==> src/rtl/video_mode_pkg.sv <==
// Shared encodings for the video mode controller.
// Also provides the target-mode step used by the staging logic.
package video_mode_pkg;

    typedef logic [1:0] mode_t;

    localparam mode_t BG_CAMERA  = 2'b00;
    localparam mode_t BG_CHANNEL = 2'b01;
    localparam mode_t BG_THRESH  = 2'b10;
    localparam mode_t BG_YMASK   = 2'b11;

    localparam mode_t TGT_NONE      = 2'b00;
    localparam mode_t TGT_CROSSHAIR = 2'b01;
    localparam mode_t TGT_SPRITE    = 2'b10;

    // Code 11 has no target meaning; it falls back to none.
    function automatic mode_t next_target(input mode_t cur);
        unique case (cur)
            TGT_NONE:      next_target = TGT_CROSSHAIR;
            TGT_CROSSHAIR: next_target = TGT_SPRITE;
            default:       next_target = TGT_NONE;
        endcase
    endfunction

endpackage

==> src/rtl/button_debouncer.sv <==
// Two-flop synchronizer, hold-time debounce and rising-edge press detect
// for one raw push-button.
module button_debouncer #(
    parameter int DEBOUNCE_CYCLES = 371250
) (
    input  logic clk_in,
    input  logic rst_in,
    input  logic raw_in,
    output logic level_out,
    output logic press_out
);

    localparam int CW = (DEBOUNCE_CYCLES > 1) ? $clog2(DEBOUNCE_CYCLES) : 1;

    logic          sync_1;
    logic          sync_2;
    logic          level_q;
    logic [CW-1:0] cnt;

    always_ff @(posedge clk_in) begin
        if (rst_in) begin
            sync_1    <= 1'b0;
            sync_2    <= 1'b0;
            level_out <= 1'b0;
            level_q   <= 1'b0;
            cnt       <= '0;
        end else begin
            sync_1  <= raw_in;
            sync_2  <= sync_1;
            level_q <= level_out;
            if (sync_2 == level_out) begin
                cnt <= '0;
            end else if (cnt == CW'(DEBOUNCE_CYCLES - 1)) begin
                level_out <= sync_2;
                cnt       <= '0;
            end else begin
                cnt <= cnt + CW'(1);
            end
        end
    end

    assign press_out = level_out & ~level_q;

endmodule

==> src/rtl/video_mode_controller.sv <==
// Debounced mode-cycle buttons, frame-boundary commit of background and
// target selects, and a frame-counted crosshair colour blink.
module video_mode_controller
    import video_mode_pkg::*;
#(
    parameter int          DEBOUNCE_CYCLES = 371250,
    parameter int          BLINK_FRAMES    = 30,
    parameter logic [23:0] COLOR_A         = 24'h00FF00,
    parameter logic [23:0] COLOR_B         = 24'hFFFFFF
) (
    input  logic        clk_in,
    input  logic        rst_in,
    input  logic        btn_bg_in,
    input  logic        btn_target_in,
    input  logic        new_frame_in,
    output logic [1:0]  bg_out,
    output logic [1:0]  target_out,
    output logic [23:0] crosshair_color_out,
    output logic        mode_changed_out
);

    localparam int FW = (BLINK_FRAMES > 1) ? $clog2(BLINK_FRAMES) : 1;

    logic          bg_press;
    logic          tgt_press;
    logic          bg_level;
    logic          tgt_level;
    logic          unused_levels;
    mode_t         staged_bg;
    mode_t         staged_tgt;
    logic [FW-1:0] frame_cnt;
    logic          blink_phase;

    assign unused_levels = bg_level ^ tgt_level;

    button_debouncer #(.DEBOUNCE_CYCLES(DEBOUNCE_CYCLES)) u_bg_deb (
        .clk_in    (clk_in),
        .rst_in    (rst_in),
        .raw_in    (btn_bg_in),
        .level_out (bg_level),
        .press_out (bg_press)
    );

    button_debouncer #(.DEBOUNCE_CYCLES(DEBOUNCE_CYCLES)) u_tgt_deb (
        .clk_in    (clk_in),
        .rst_in    (rst_in),
        .raw_in    (btn_target_in),
        .level_out (tgt_level),
        .press_out (tgt_press)
    );

    // Commit samples the staged values from before this cycle's presses.
    always_ff @(posedge clk_in) begin
        if (rst_in) begin
            staged_bg           <= BG_CAMERA;
            staged_tgt          <= TGT_NONE;
            bg_out              <= BG_CAMERA;
            target_out          <= TGT_NONE;
            mode_changed_out    <= 1'b0;
            frame_cnt           <= '0;
            blink_phase         <= 1'b0;
            crosshair_color_out <= COLOR_A;
        end else begin
            if (bg_press)
                staged_bg <= staged_bg + 2'd1;
            if (tgt_press)
                staged_tgt <= next_target(staged_tgt);
            mode_changed_out <= 1'b0;
            if (new_frame_in) begin
                bg_out           <= staged_bg;
                target_out       <= staged_tgt;
                mode_changed_out <= (staged_bg != bg_out) ||
                                    (staged_tgt != target_out);
                if (frame_cnt == FW'(BLINK_FRAMES - 1)) begin
                    frame_cnt           <= '0;
                    blink_phase         <= ~blink_phase;
                    crosshair_color_out <= blink_phase ? COLOR_A : COLOR_B;
                end else begin
                    frame_cnt <= frame_cnt + FW'(1);
                end
            end
        end
    end

endmodule
==> config.mk <==
export PLATFORM = sky130hd
export DESIGN_NAME = video_mode_controller
export DESIGN_NICKNAME = d
export VERILOG_FILES = /design/src/rtl/video_mode_pkg.sv /design/src/rtl/button_debouncer.sv /design/src/rtl/video_mode_controller.sv
export SDC_FILE = /design/constraint.sdc
export NUM_CORES = 1
export LEC_CHECK = 0
export BUFFER_PORTS_ARGS = -buffer_cell sky130_fd_sc_hd__buf_2
export CAP_MARGIN = 20
export CORE_ASPECT_RATIO = 0.7
export CORE_MARGIN = 4
export CORE_UTILIZATION = 50
export DETAILED_ROUTE_END_ITERATION = 8
export HOLD_SLACK_MARGIN = 0.08
export PLACE_DENSITY_LB_ADDON = 0.15
export SYNTH_ARGS = -nofsm -noshare
export SYNTH_HDL_FRONTEND = slang
export SYNTH_SLANG_ARGS = --single-unit
==> constraint.sdc <==
create_clock -name clk_in -period 2.4 [get_ports clk_in]
set_input_delay 0.12 -clock clk_in [delete_from_list [all_inputs] [get_ports clk_in]]
set_output_delay 0.12 -clock clk_in [all_outputs]
set_load 0.02 [all_outputs]
==> results of run 1 <==
worst max-delay path, stage by stage (launching register included):
cell	delay (ps)
dfxtp_1	390
ha_1	220
nand4_1	220
or4_2	710
or3_1	330
a21oi_1	130
through the flow:
step	std cells	power [mW]
after detailed placement	397	1.10
after CTS	415	2.14
after global routing	415	2.19
final	415	2.10
after floorplan	326	1.10
after global placement	397	1.10
cell type report:
class | count | area [um^2]
repair buffers | 31 | 175
multi-input cells | 222 | 1420
fillers | 507 | 2220
well taps | 72 | 90.1
inverters | 13 | 48.8
clock inverters | 4 | 70.1
flip-flops and latches | 61 | 1220
clock buffers | 12 | 155
cell families (layout without fill, tap and decap cells):
kind of cell / count (synthesis) / after routing / share of synthesized area, %
XOR/XNOR: 37 / 37 / 11.3
AND/OR/NAND/NOR: 141 / 141 / 25.7
AO/OA/AOI/OAI: 22 / 22 / 5.85
buffers and inverters: 43 / 60 / 8.82
adder cells (fa/ha/maj): 6 / 6 / 2.62
multiplexers: 8 / 8 / 2.88
flip-flops: 61 / 61 / 42.6
other: 1 / 8 / 0.131
sequential cells by signal (all words and copies together) (netlist names), 2 cells and up:
name / cells
u_bg_deb.cnt: 19
target_out: 2
staged_bg: 2
staged_tgt: 2
bg_out: 2
frame_cnt: 5
u_tgt_deb.cnt: 19
worst paths after layout:
kind / start / cells past startpoint / slack [ps] / to
worst min register to register: u_tgt_deb.sync_1$_SDFF_PP0_ / 1 / 440 / u_tgt_deb.sync_2$_SDFF_PP0_
worst max register to register: u_tgt_deb.cnt[0]$_SDFF_PP0_ / 5 / 330 / u_tgt_deb.cnt[18]$_SDFF_PP0_
worst max-delay path: u_tgt_deb.cnt[0]$_SDFF_PP0_ / 5 / 330 / u_tgt_deb.cnt[18]$_SDFF_PP0_
worst min-delay path: rst_in / 2 / 170 / target_out[0]$_SDFFE_PP0P_
layer usage:
metal | part of all wire, % | track usage, % | wire length, um
met2 | 39 | 21.0 | 1940
met1 | 52 | 20.8 | 2640
met3 | 8.1 | 7.39 | 408
met5 | 0 | 0 | 0
met4 | 1.2 | 4.55 | 59
layout by cell type, fill, tap and decap left out, types with 2 or more instances in the layout:
master	count
o21ai_0	6
nor3_1	3
mux2i_1	6
buf_2	25
nand3_1	13
nor4b_1	2
xor2_1	15
conb_1	8
o41ai_4	2
nor4_1	11
dlygate4sd3_1	2
clkbuf_8	11
a21oi_1	10
or3_2	2
nor4bb_1	2
or4_1	4
mux2_2	2
clkinv_2	2
xnor2_1	22
nor2b_1	11
a31o_2	2
nand3_2	2
nand2_1	14
inv_1	13
dfxtp_1	61
buf_4	4
ha_1	6
nor2_1	52
and3_1	4
or3_1	5
bufinv_16	2
nand4_1	9
timing repair:
action,4_1_cts,5_1_grt
resized for setup,0,0
hold buffers,2,0
buffers inserted,0,0
setup endpoints to repair,0,0
endpoints found under the hold margin,2,0
power by group:
part | leakage [nW] | switching [mW] | internal, mW
clock network | 0.116 | 0.381 | 0.638
registers | 0.493 | 0.00675 | 1.02
logic | 0.529 | 0.0338 | 0.0191
==> results by group, run 1 <==
Clocking
  – CTS H-tree depth: 3
  – Clock transition at path regs: 70 ps
  – CTS buffer count: 9
  – Clk sinks: 61
  – Clk root buf: clkbuf_8
  – Worst skew pair latency: 340 ps
  – Clock Path Buffers: 2
  – CTS tree: done

Timing
  – Total negative slack: 0 ps
  – Hold Fails Final Rpt: 0
  – F_max: 483 MHz
  – Final Worst Setup Slack: 330 ps
  – Worst rel slew slack: 55.1%
  – Clock skew: 6.92 ps
  – Min Tclk post-route: 2070 ps
  – Worst-Margin Slew: 668 ps
  – Hold slack: 171 ps
  – Final clock period utilization by the worst path: 86.2%
  – RSZ-0062 raised after global routing: no
  – Slew Viols, Final: 0
  – Final setup viols: 0

Min path
  – Hold crit path type: in2reg

Layout
  – Nets@finish: 349
  – Ant. Diodes: 0
  – Post-route cell area: 3180 um^2
  – Share of cells above drive strength 1: 16.0%
  – Finished Core Util: 58.9%
  – P&R area growth vs syn: 10.9%

Global routing
  – Vias in the first global route: 1,795
  – Gr usage total: 15.2%
  – First-pass GRT wire length: 8.47 mm
  – Pin count of the biggest net entering global routing: 22
  – Total gr overflow: 0
  – Initial antenna violation count: 0

Route
  – DRC: 0
  – Routed vias/inst: 4.96
  – Routed len/inst: 12.2 um
  – Routed wire length: 5.05 mm
  – Final antenna-violating net count: 0
  – Pre-antenna DRT Iters: 4
  – Initial DRC count: 129
  – Via count: 2,059

Place
  – Post-DP Area: 2930 um^2
  – Post-DP HPWL: 3.66 mm
  – Place WS: 334 ps
  – Routability Congestion: 0.851
  – I/O Buffers: 25

Run
  – Max_cap viols: 0

Power and ir drop
  – Leak: 1.14 nW
  – Pwr dens: 661 nW/um^2
  – Worst vdd ir: 0.416 mV

Run status
  – Status: finished clean

Synthesis
  – Top cells by area, synth: dfxtp_1 (43%), nor2_1 (6.8%), xnor2_1 (6.7%)
  – Synth Flop Type: dfxtp_1
  – Synth top cells by count: dfxtp_1 (61), nor2_1 (52), buf_4 (24), xnor2_1 (22), xor2_1 (15)
  – Syn Inst Count: 319
  – Post-synth ARST share: 0%
  – Post-synth EDFFs: 0
  – Sequential area share after synthesis: 42.6%
  – Synth top area share: 42.6%
  – Register bit total from synthesis: 61
  – Avg Cell Area, Syn: 8.98 um^2
  – Most frequent cell after synthesis: dfxtp_1
  – Post-synth top area cell: dfxtp_1
  – Synth warnings: 0
  – Post-synthesis cell type count: 38
  – Syn Std Cell Area: 2860 um^2

Critical path
  – Arr. time, crit path: 2340 ps
  – WS Path Type: reg2reg
  – Startpoint Class: register
  – Crit-path max FO: 6
  – Required time worst endpoint: 2670 ps
  – Crit end category: register

Floorplan
  – Die H: 71.3 um
  – Die W: 98.5 um
  – Core area: 5400 um^2
  – I/O Pins: 34
  – Initial core utilization: 53.1%
  – DIE AREA: 7020 um^2
  – Row Count: 22
Note: power is estimated with default switching activity, not from simulation.
==> run 2: changes to the inputs <==
==> constraint.sdc (replaced) <==
create_clock -name clk_in -period 2.3 [get_ports clk_in]
set_input_delay 0.115 -clock clk_in [delete_from_list [all_inputs] [get_ports clk_in]]
set_output_delay 0.115 -clock clk_in [all_outputs]
set_load 0.02 [all_outputs]
==> run 2 against run 1 <==
Against the previous run:
- clock skew fell by 3.0 ps
- wire length barely moved
- combinational power up 4.7%
- highest routed layer unchanged
- clock-buffer cell count stayed put
- utilization down 0.42 points
- clock power fell by 12%
- via count rose by 4.0%
- hold slack gained 9.6 ps
- sequential share of layout area grew 0.27 points
- critical path depth fell by 1
- first-iteration DRC count decreased by 20%
- setup slack got worse by 24 ps
==> results by group, run 2 (synthesis gave the netlist of run 1 again) <==
Run status
  – Status: finished clean

Clocking
  – Clk root buf: clkbuf_8
  – CTS H-tree depth: 3 (unchanged)
  – Post-CTS Setup Repair Bufs: 0 (unchanged)
  – CTS tree: done
  – CTS buffer count: 9 (unchanged)
  – Worst skew pair latency: 330 ps (about the same)
  – Clock transition at path regs: 60 ps (about the same)
  – Clk sinks: 61 (unchanged)
  – Clock Path Buffers: 2 (unchanged)
  – Post-CTS sizing: 0 (unchanged)

Critical path
  – Slowest CP cell: or4_1
  – Required time worst endpoint: 2560 ps (-110 ps)
  – Startpoint Class: register
  – Crit-path max FO: 7 (+1)
  – WS Path Type: reg2reg
  – Crit end category: register
  – Critical Path Most Common Cell: or4_1
  – Worst-path cell chain: nand3_2, or4_1, or4_1, a21oi_1
  – CP max stage delay: 690 ps (-20 ps)
  – Arr. time, crit path: 2260 ps (-80 ps)

Place
  – Place WS: 309 ps (-25.4 ps)
  – Routability Congestion: 0.855 (+0.48%)
  – I/O Buffers: 25 (unchanged)
  – Post-DP HPWL: 3.72 mm (+1.8%)

Route
  – Routed len/inst: 12.1 um (-0.18%)
  – DRC: 0 (unchanged)
  – Routed vias/inst: 5.15 (+3.7%)
  – Pre-antenna DRT Iters: 4 (unchanged)
  – Initial DRC count: 103 (-20%)
  – Routed wire length: 5.05 mm (about the same)
  – Final antenna-violating net count: 0 (unchanged)
  – Via count: 2,141 (+4.0%)

Global routing
  – First-pass GRT wire length: 8.76 mm (+3.3%)
  – Gr usage total: 15.3% (+0.11 points)
  – Pin count of the biggest net entering global routing: 22 (unchanged)
  – Total gr overflow: 0 (unchanged)
  – Initial antenna violation count: 0 (unchanged)
  – Vias in the first global route: 1,898 (+5.7%)

Power and ir drop
  – Worst vdd ir: 0.312 mV (-25%)
  – Pwr dens: 643 nW/um^2 (-2.6%)
  – Total Power: 2.03 mW (-3.3%)
  – Leak: 1.13 nW (-1.0%)

Floorplan
  – Row Count: 22 (unchanged)
  – DIE AREA: 7020 um^2 (unchanged)
  – Die H: 71.3 um (unchanged)
  – Die W: 98.5 um (unchanged)
  – Core area: 5400 um^2 (unchanged)
  – I/O Pins: 34 (unchanged)
  – Initial core utilization: 53.1% (unchanged)

Timing
  – Worst-Margin Slew: 572 ps (-95.7 ps)
  – Hold Fails Final Rpt: 0 (unchanged)
  – Slew Viols, Final: 0 (unchanged)
  – Final setup viols: 0 (unchanged)
  – Worst rel slew slack: 61.5% (+6.4 points)
  – Final Worst Setup Slack: 306 ps (-23.8 ps)
  – Hold slack: 181 ps (+9.56 ps)
  – RSZ-0062 raised after global routing: no
  – F_max: 502 MHz (+3.8%)
  – Total negative slack: 0 ps (unchanged)
  – Min Tclk post-route: 1990 ps (-76.2 ps)
  – Final clock period utilization by the worst path: 86.7% (+0.44 points)
  – Clock skew: 3.90 ps (-3.02 ps)

Min path
  – Hold crit path type: in2reg

Layout
  – Finished Core Util: 58.5% (-0.42 points)
  – Seq. cell area: 1220 um^2 (unchanged)
  – Most common cell after layout, fill and taps aside: dfxtp_1
  – FILL cells: 531 (+4.7%)
  – Multi-input gate area: 1420 um^2 (unchanged)
  – Most frequent cells in the layout: dfxtp_1 (61), nor2_1 (52), buf_2 (25)
  – P&R area growth vs syn: 10.1%
  – Share of cells above drive strength 1: 16.0% (-0.047 points)
  – Largest regs: u_bg_deb.cnt: 19 flops, u_tgt_deb.cnt: 19 flops, frame_cnt: 5 flops
  – Ant. Diodes: 0 (unchanged)
  – Nets@finish: 352 (+0.86%)

Run
  – Max_cap viols: 0 (unchanged)
[run 2: cell types whose count changed in the layout (fill, tap and decap cells not counted)]
| cell | before | now |
|---|---|---|
| bufinv_16 | 2 | 1 |
| clkinv_2 | 2 | 1 |
| clkbuf_8 | 11 | 10 |
| clkbuf_1 | 1 | 2 |
| buf_4 | 4 | 7 |
[run 2: cell type report]
cell class / instances / area share [%]
Multi-Input combinational cell: 222 / 44.9
Sequential cell: 61 / 38.7
Timing Repair Buffer: 34 / 6.27
Clock buffer: 12 / 4.60
Tap cell: 72 / 2.86
Inverter: 13 / 1.55
Clock inverter: 2 / 1.11
[run 2: report_power, final]
group          internal, mW  total (mW)  switching [mW]
Sequential             1.06        1.07         0.00694
Clock                 0.517       0.902           0.385
Combinational        0.0200      0.0554          0.0354
Total                  1.60        2.03           0.427
[run 2: worst paths after layout]
kind / start / endpoint / slack (ps) / cells past startpoint
worst min register to register: u_tgt_deb.sync_1$_SDFF_PP0_ / u_tgt_deb.sync_2$_SDFF_PP0_ / 440 / 1
worst max register to register: u_tgt_deb.cnt[5]$_SDFF_PP0_ / u_tgt_deb.cnt[17]$_SDFF_PP0_ / 310 / 4
worst min-delay path: rst_in / bg_out[0]$_SDFFE_PP0P_ / 180 / 2
worst max-delay path: u_tgt_deb.cnt[5]$_SDFF_PP0_ / u_tgt_deb.cnt[17]$_SDFF_PP0_ / 310 / 4
[run 2: per-stage QoR]
stage | std cells | area (um^2)
after floorplan | 326 | 2890
after global routing | 416 | 3150
after global placement | 400 | 2950
after detailed placement | 400 | 2950
final | 416 | 3150
after CTS | 416 | 3150
[run 2: per-layer routing]
metal | vias to the layer above | global-route usage [%] | routed length (um)
met1 | 973 | 22.1 | 2740
met4 | 0 | 6.52 | 66
met3 | 6 | 4.47 | 337
met2 | 63 | 21.1 | 1910
li1 | 1099 | - | -
met5 | - | 0 | 0
[run 2: what timing repair did]
item	CTS	global route
endpoints found under the hold margin	2	0
endpoints found under the setup margin	0	0
hold buffers	2	0
[run 2: worst max-delay path: cells and delay by family, from the launching register on]
family,cells,cell delay [ps]
AOI/OAI and AO/OA,1,150
and+or+nand+nor,3,1370
DFF,1,420
==> run 3: changes to the inputs <==
--- a/config.mk
+++ b/config.mk
@@ -5,14 +5,14 @@
 export SDC_FILE = /design/constraint.sdc
 export NUM_CORES = 1
 export LEC_CHECK = 0
-export BUFFER_PORTS_ARGS = -buffer_cell sky130_fd_sc_hd__buf_2
 export CAP_MARGIN = 20
 export CORE_ASPECT_RATIO = 0.7
 export CORE_MARGIN = 4
 export CORE_UTILIZATION = 50
 export DETAILED_ROUTE_END_ITERATION = 8
+export DONT_BUFFER_PORTS = 1
 export HOLD_SLACK_MARGIN = 0.08
-export PLACE_DENSITY_LB_ADDON = 0.15
+export PLACE_DENSITY_LB_ADDON = 0.08
 export SYNTH_ARGS = -nofsm -noshare
 export SYNTH_HDL_FRONTEND = slang
 export SYNTH_SLANG_ARGS = --single-unit
==> constraint.sdc (replaced) <==
create_clock -name clk_in -period 2.4 [get_ports clk_in]
set_input_delay 0.12 -clock clk_in [delete_from_list [all_inputs] [get_ports clk_in]]
set_output_delay 0.12 -clock clk_in [all_outputs]
set_load 0.02 [all_outputs]
==> run 3 against run 2 <==
Against the previous run:
- cell count fell by 4.8%
- highest routed layer unchanged
- critical endpoint is now u_tgt_deb.cnt[18]$_SDFF_PP0_
- via count fell by 5.5%
- utilization fell by 1.0 points
- sequential power fell by 4%
- first-iteration DRC count rose by 14%
- clock-buffer cell count fell by 2
==> results by group, run 3 (synthesis gave the netlist of run 1 again) <==
Clocking
  – Clock Path Buffers: 2 (unchanged)
  – Clock transition at path regs: 70 ps (about the same)
  – CTS buffer count: 9 (unchanged)
  – Worst skew pair latency: 330 ps (about the same)
  – Clk sinks: 61 (unchanged)
  – CTS H-tree depth: 3 (unchanged)
  – Clk root buf: clkbuf_8
  – CTS tree: done
  – Post-CTS sizing: 0 (unchanged)

Place
  – Place WS: 326 ps (+17.7 ps)
  – Post-DP Area: 2830 um^2 (-4.1%)
  – I/O Buffers: 0 (-100%)
  – Placed cells: 375 (-6.3%)
  – Post-DP HPWL: 3.50 mm (-6.0%)
  – Routability Congestion: 0.766 (-10%)

Route
  – Final antenna-violating net count: 0 (unchanged)
  – Routed len/inst: 12.9 um (+6.4%)
  – Via count: 2,024 (-5.5%)
  – DRT met1 WL: 2.72 mm (-0.66%)
  – Initial DRC count: 117 (+14%)
  – Routed wire length: 5.11 mm (+1.3%)
  – Pre-antenna DRT Iters: 4 (unchanged)
  – WL met2: 2.03 mm (+6.4%)
  – Routed vias/inst: 5.11 (-0.69%)
  – Max Used Layer: met4
  – Met3 WL: 328 um (-2.7%)
  – DRC: 0 (unchanged)

Power and ir drop
  – Worst vdd ir: 0.395 mV (+27%)
  – Reg power frac: 49.7% (-3.1 points)
  – Pwr dens: 666 nW/um^2 (+3.6%)
  – Internal: 1.62 mW (+1.2%)
  – Leak: 1.03 nW (-8.5%)
  – Clock share of power: 47.8% (+3.3 points)
  – Combinational share of power: 2.5% (-0.2 points)
  – NetSw: 443 uW (+3.8%)
  – Switching power share of the total: 21.5% (+0.42 points)
  – Total Power: 2.06 mW (+1.8%)

Critical path
  – FF-to-FF setup slack: 310 ps (about the same)
  – R2R depth: 5 (+1)
  – Crit-path max FO: 6 (-1)
  – Worst-path cell chain: ha_1, nand4_1, or4_2, or3_1, a21oi_1
  – Required time worst endpoint: 2670 ps (+110 ps)
  – CP max stage delay: 700 ps (about the same)
  – Critical path buffer and inverter count: 0 (unchanged)
  – Worst path top cell family by delay: simple AND/OR/NAND/NOR gates
  – Slowest CP cell: or4_2
  – Crit Reg-Reg Startpoint: u_tgt_deb.cnt[0]$_SDFF_PP0_
  – Arr. time, crit path: 2360 ps (+100 ps)
  – Worst reg2reg path endpoint: u_tgt_deb.cnt[18]$_SDFF_PP0_
  – Startpoint Class: register
  – WS Path Type: reg2reg
  – Crit end category: register

Timing
  – Final Worst Setup Slack: 309 ps (+3.16 ps)
  – Final clock period utilization by the worst path: 87.1% (+0.42 points)
  – Min Tclk post-route: 2090 ps (+96.8 ps)
  – Total negative slack: 0 ps (unchanged)
  – F_max: 478 MHz (-4.6%)
  – Worst-Margin Slew: 727 ps (+155 ps)
  – RSZ-0062 raised after global routing: no
  – Final setup viols: 0 (unchanged)
  – Hold slack: 175 ps (-6.22 ps)
  – Slew Viols, Final: 0 (unchanged)
  – Worst rel slew slack: 51.4% (-10 points)
  – Hold Fails Final Rpt: 0 (unchanged)
  – Clock skew: 5.06 ps (+1.15 ps)

Global routing
  – Vias in the first global route: 1,875 (-1.2%)
  – Initial antenna violation count: 0 (unchanged)
  – Pin count of the biggest net entering global routing: 21 (-4.5%)
  – Gr usage total: 16.0% (+0.69 points)
  – First-pass GRT wire length: 8.95 mm (+2.2%)
  – Total gr overflow: 0 (unchanged)

Layout
  – P&R area growth vs syn: 8.17%
  – Largest regs: u_bg_deb.cnt: 19 flops, u_tgt_deb.cnt: 19 flops, frame_cnt: 5 flops
  – Most common cell after layout, fill and taps aside: dfxtp_1
  – Most frequent cells in the layout: dfxtp_1 (60), nor2_1 (52), xnor2_1 (22)
  – Ant. Diodes: 0 (unchanged)
  – Share of cells above drive strength 1: 10.5% (-5.5 points)
  – Fin cells: 396 (-4.8%)
  – Nets@finish: 330 (-6.3%)
  – Finished Core Util: 57.4% (-1.0 points)
  – Post-route cell area: 3100 um^2 (-1.8%)

Floorplan
  – Initial core utilization: 53.1% (unchanged)
  – I/O Pins: 34 (unchanged)
  – Core area: 5400 um^2 (unchanged)
  – Row Count: 22 (unchanged)
  – DIE AREA: 7020 um^2 (unchanged)
  – Die W: 98.5 um (unchanged)
  – Die H: 71.3 um (unchanged)

Min path
  – Hold_sp: new_frame_in
  – Hold Path Depth: 3 (+1)
  – Hold crit path type: in2reg
  – Hold EP: frame_cnt[3]$_SDFFE_PP0P_

Run status
  – Status: finished clean

Run
  – Max_cap viols: 0 (unchanged)
## run 3: changes by cell type in the layout (fill, tap and decap cells not counted)
| cell | delta |
|---|---|
| buf_2 | -25 |
| dlygate4sd3_1 | +3 |
| clkinv_4 | +2 |
| bufinv_16 | +1 |
| clkbuf_1 | -1 |
| clkbuf_8 | -1 |
| clkinv_2 | +1 |
| dfxtp_1 | -1 |
| dfxtp_4 | +1 |
## run 3: final cells by class
type	count	area, um^2
Sequential cell	61	1220
Multi-Input combinational cell	222	1420
Timing Repair Buffer	12	103
Tap cell	72	90.1
Inverter	13	48.8
Fill cell	485	2300
Clock buffer	10	128
Clock inverter	6	87.6
## run 3: tightest hold or removal path: cells and delay by family
family | cells | cell delay (ps)
simple gates | 3 | 350
## run 3: metal layers
metal	vias up	GRT usage, %
met5	-	0
met4	0	6.06
met3	6	6.23
met2	47	21.1
met1	915	23.2
li1	1056	-
## run 3: power groups by stage
stage               registers (mW)  clock network, mW  logic (mW)
floorplan                     1.05                  0      0.0489
global placement              1.05                  0      0.0376
detailed placement            1.05                  0      0.0384
CTS                           1.03               1.02      0.0519
global route                  1.03               1.07      0.0575
finish                        1.03              0.987      0.0518
## run 3: how the worst max path moves through the flow
stage	start	endpoint	slack, ps	cells after the start
3_5_place_dp	u_tgt_deb.cnt[0]$_SDFF_PP0_	u_tgt_deb.cnt[18]$_SDFF_PP0_	330	5
6_report	u_tgt_deb.cnt[0]$_SDFF_PP0_	u_tgt_deb.cnt[18]$_SDFF_PP0_	310	5
3_3_place_gp	u_tgt_deb.cnt[0]$_SDFF_PP0_	u_tgt_deb.cnt[18]$_SDFF_PP0_	390	5
5_1_grt	u_tgt_deb.cnt[0]$_SDFF_PP0_	u_tgt_deb.cnt[18]$_SDFF_PP0_	150	5
2_1_floorplan	u_tgt_deb.cnt[0]$_SDFF_PP0_	u_tgt_deb.cnt[18]$_SDFF_PP0_	480	5
4_1_cts	u_tgt_deb.cnt[0]$_SDFF_PP0_	u_tgt_deb.cnt[18]$_SDFF_PP0_	320	5
## run 3: timing repair
action | 4_1_cts | 5_1_grt
setup buffers | 0 | 0
hold endpoints to repair | 26 | 0
hold buffers | 5 | 0
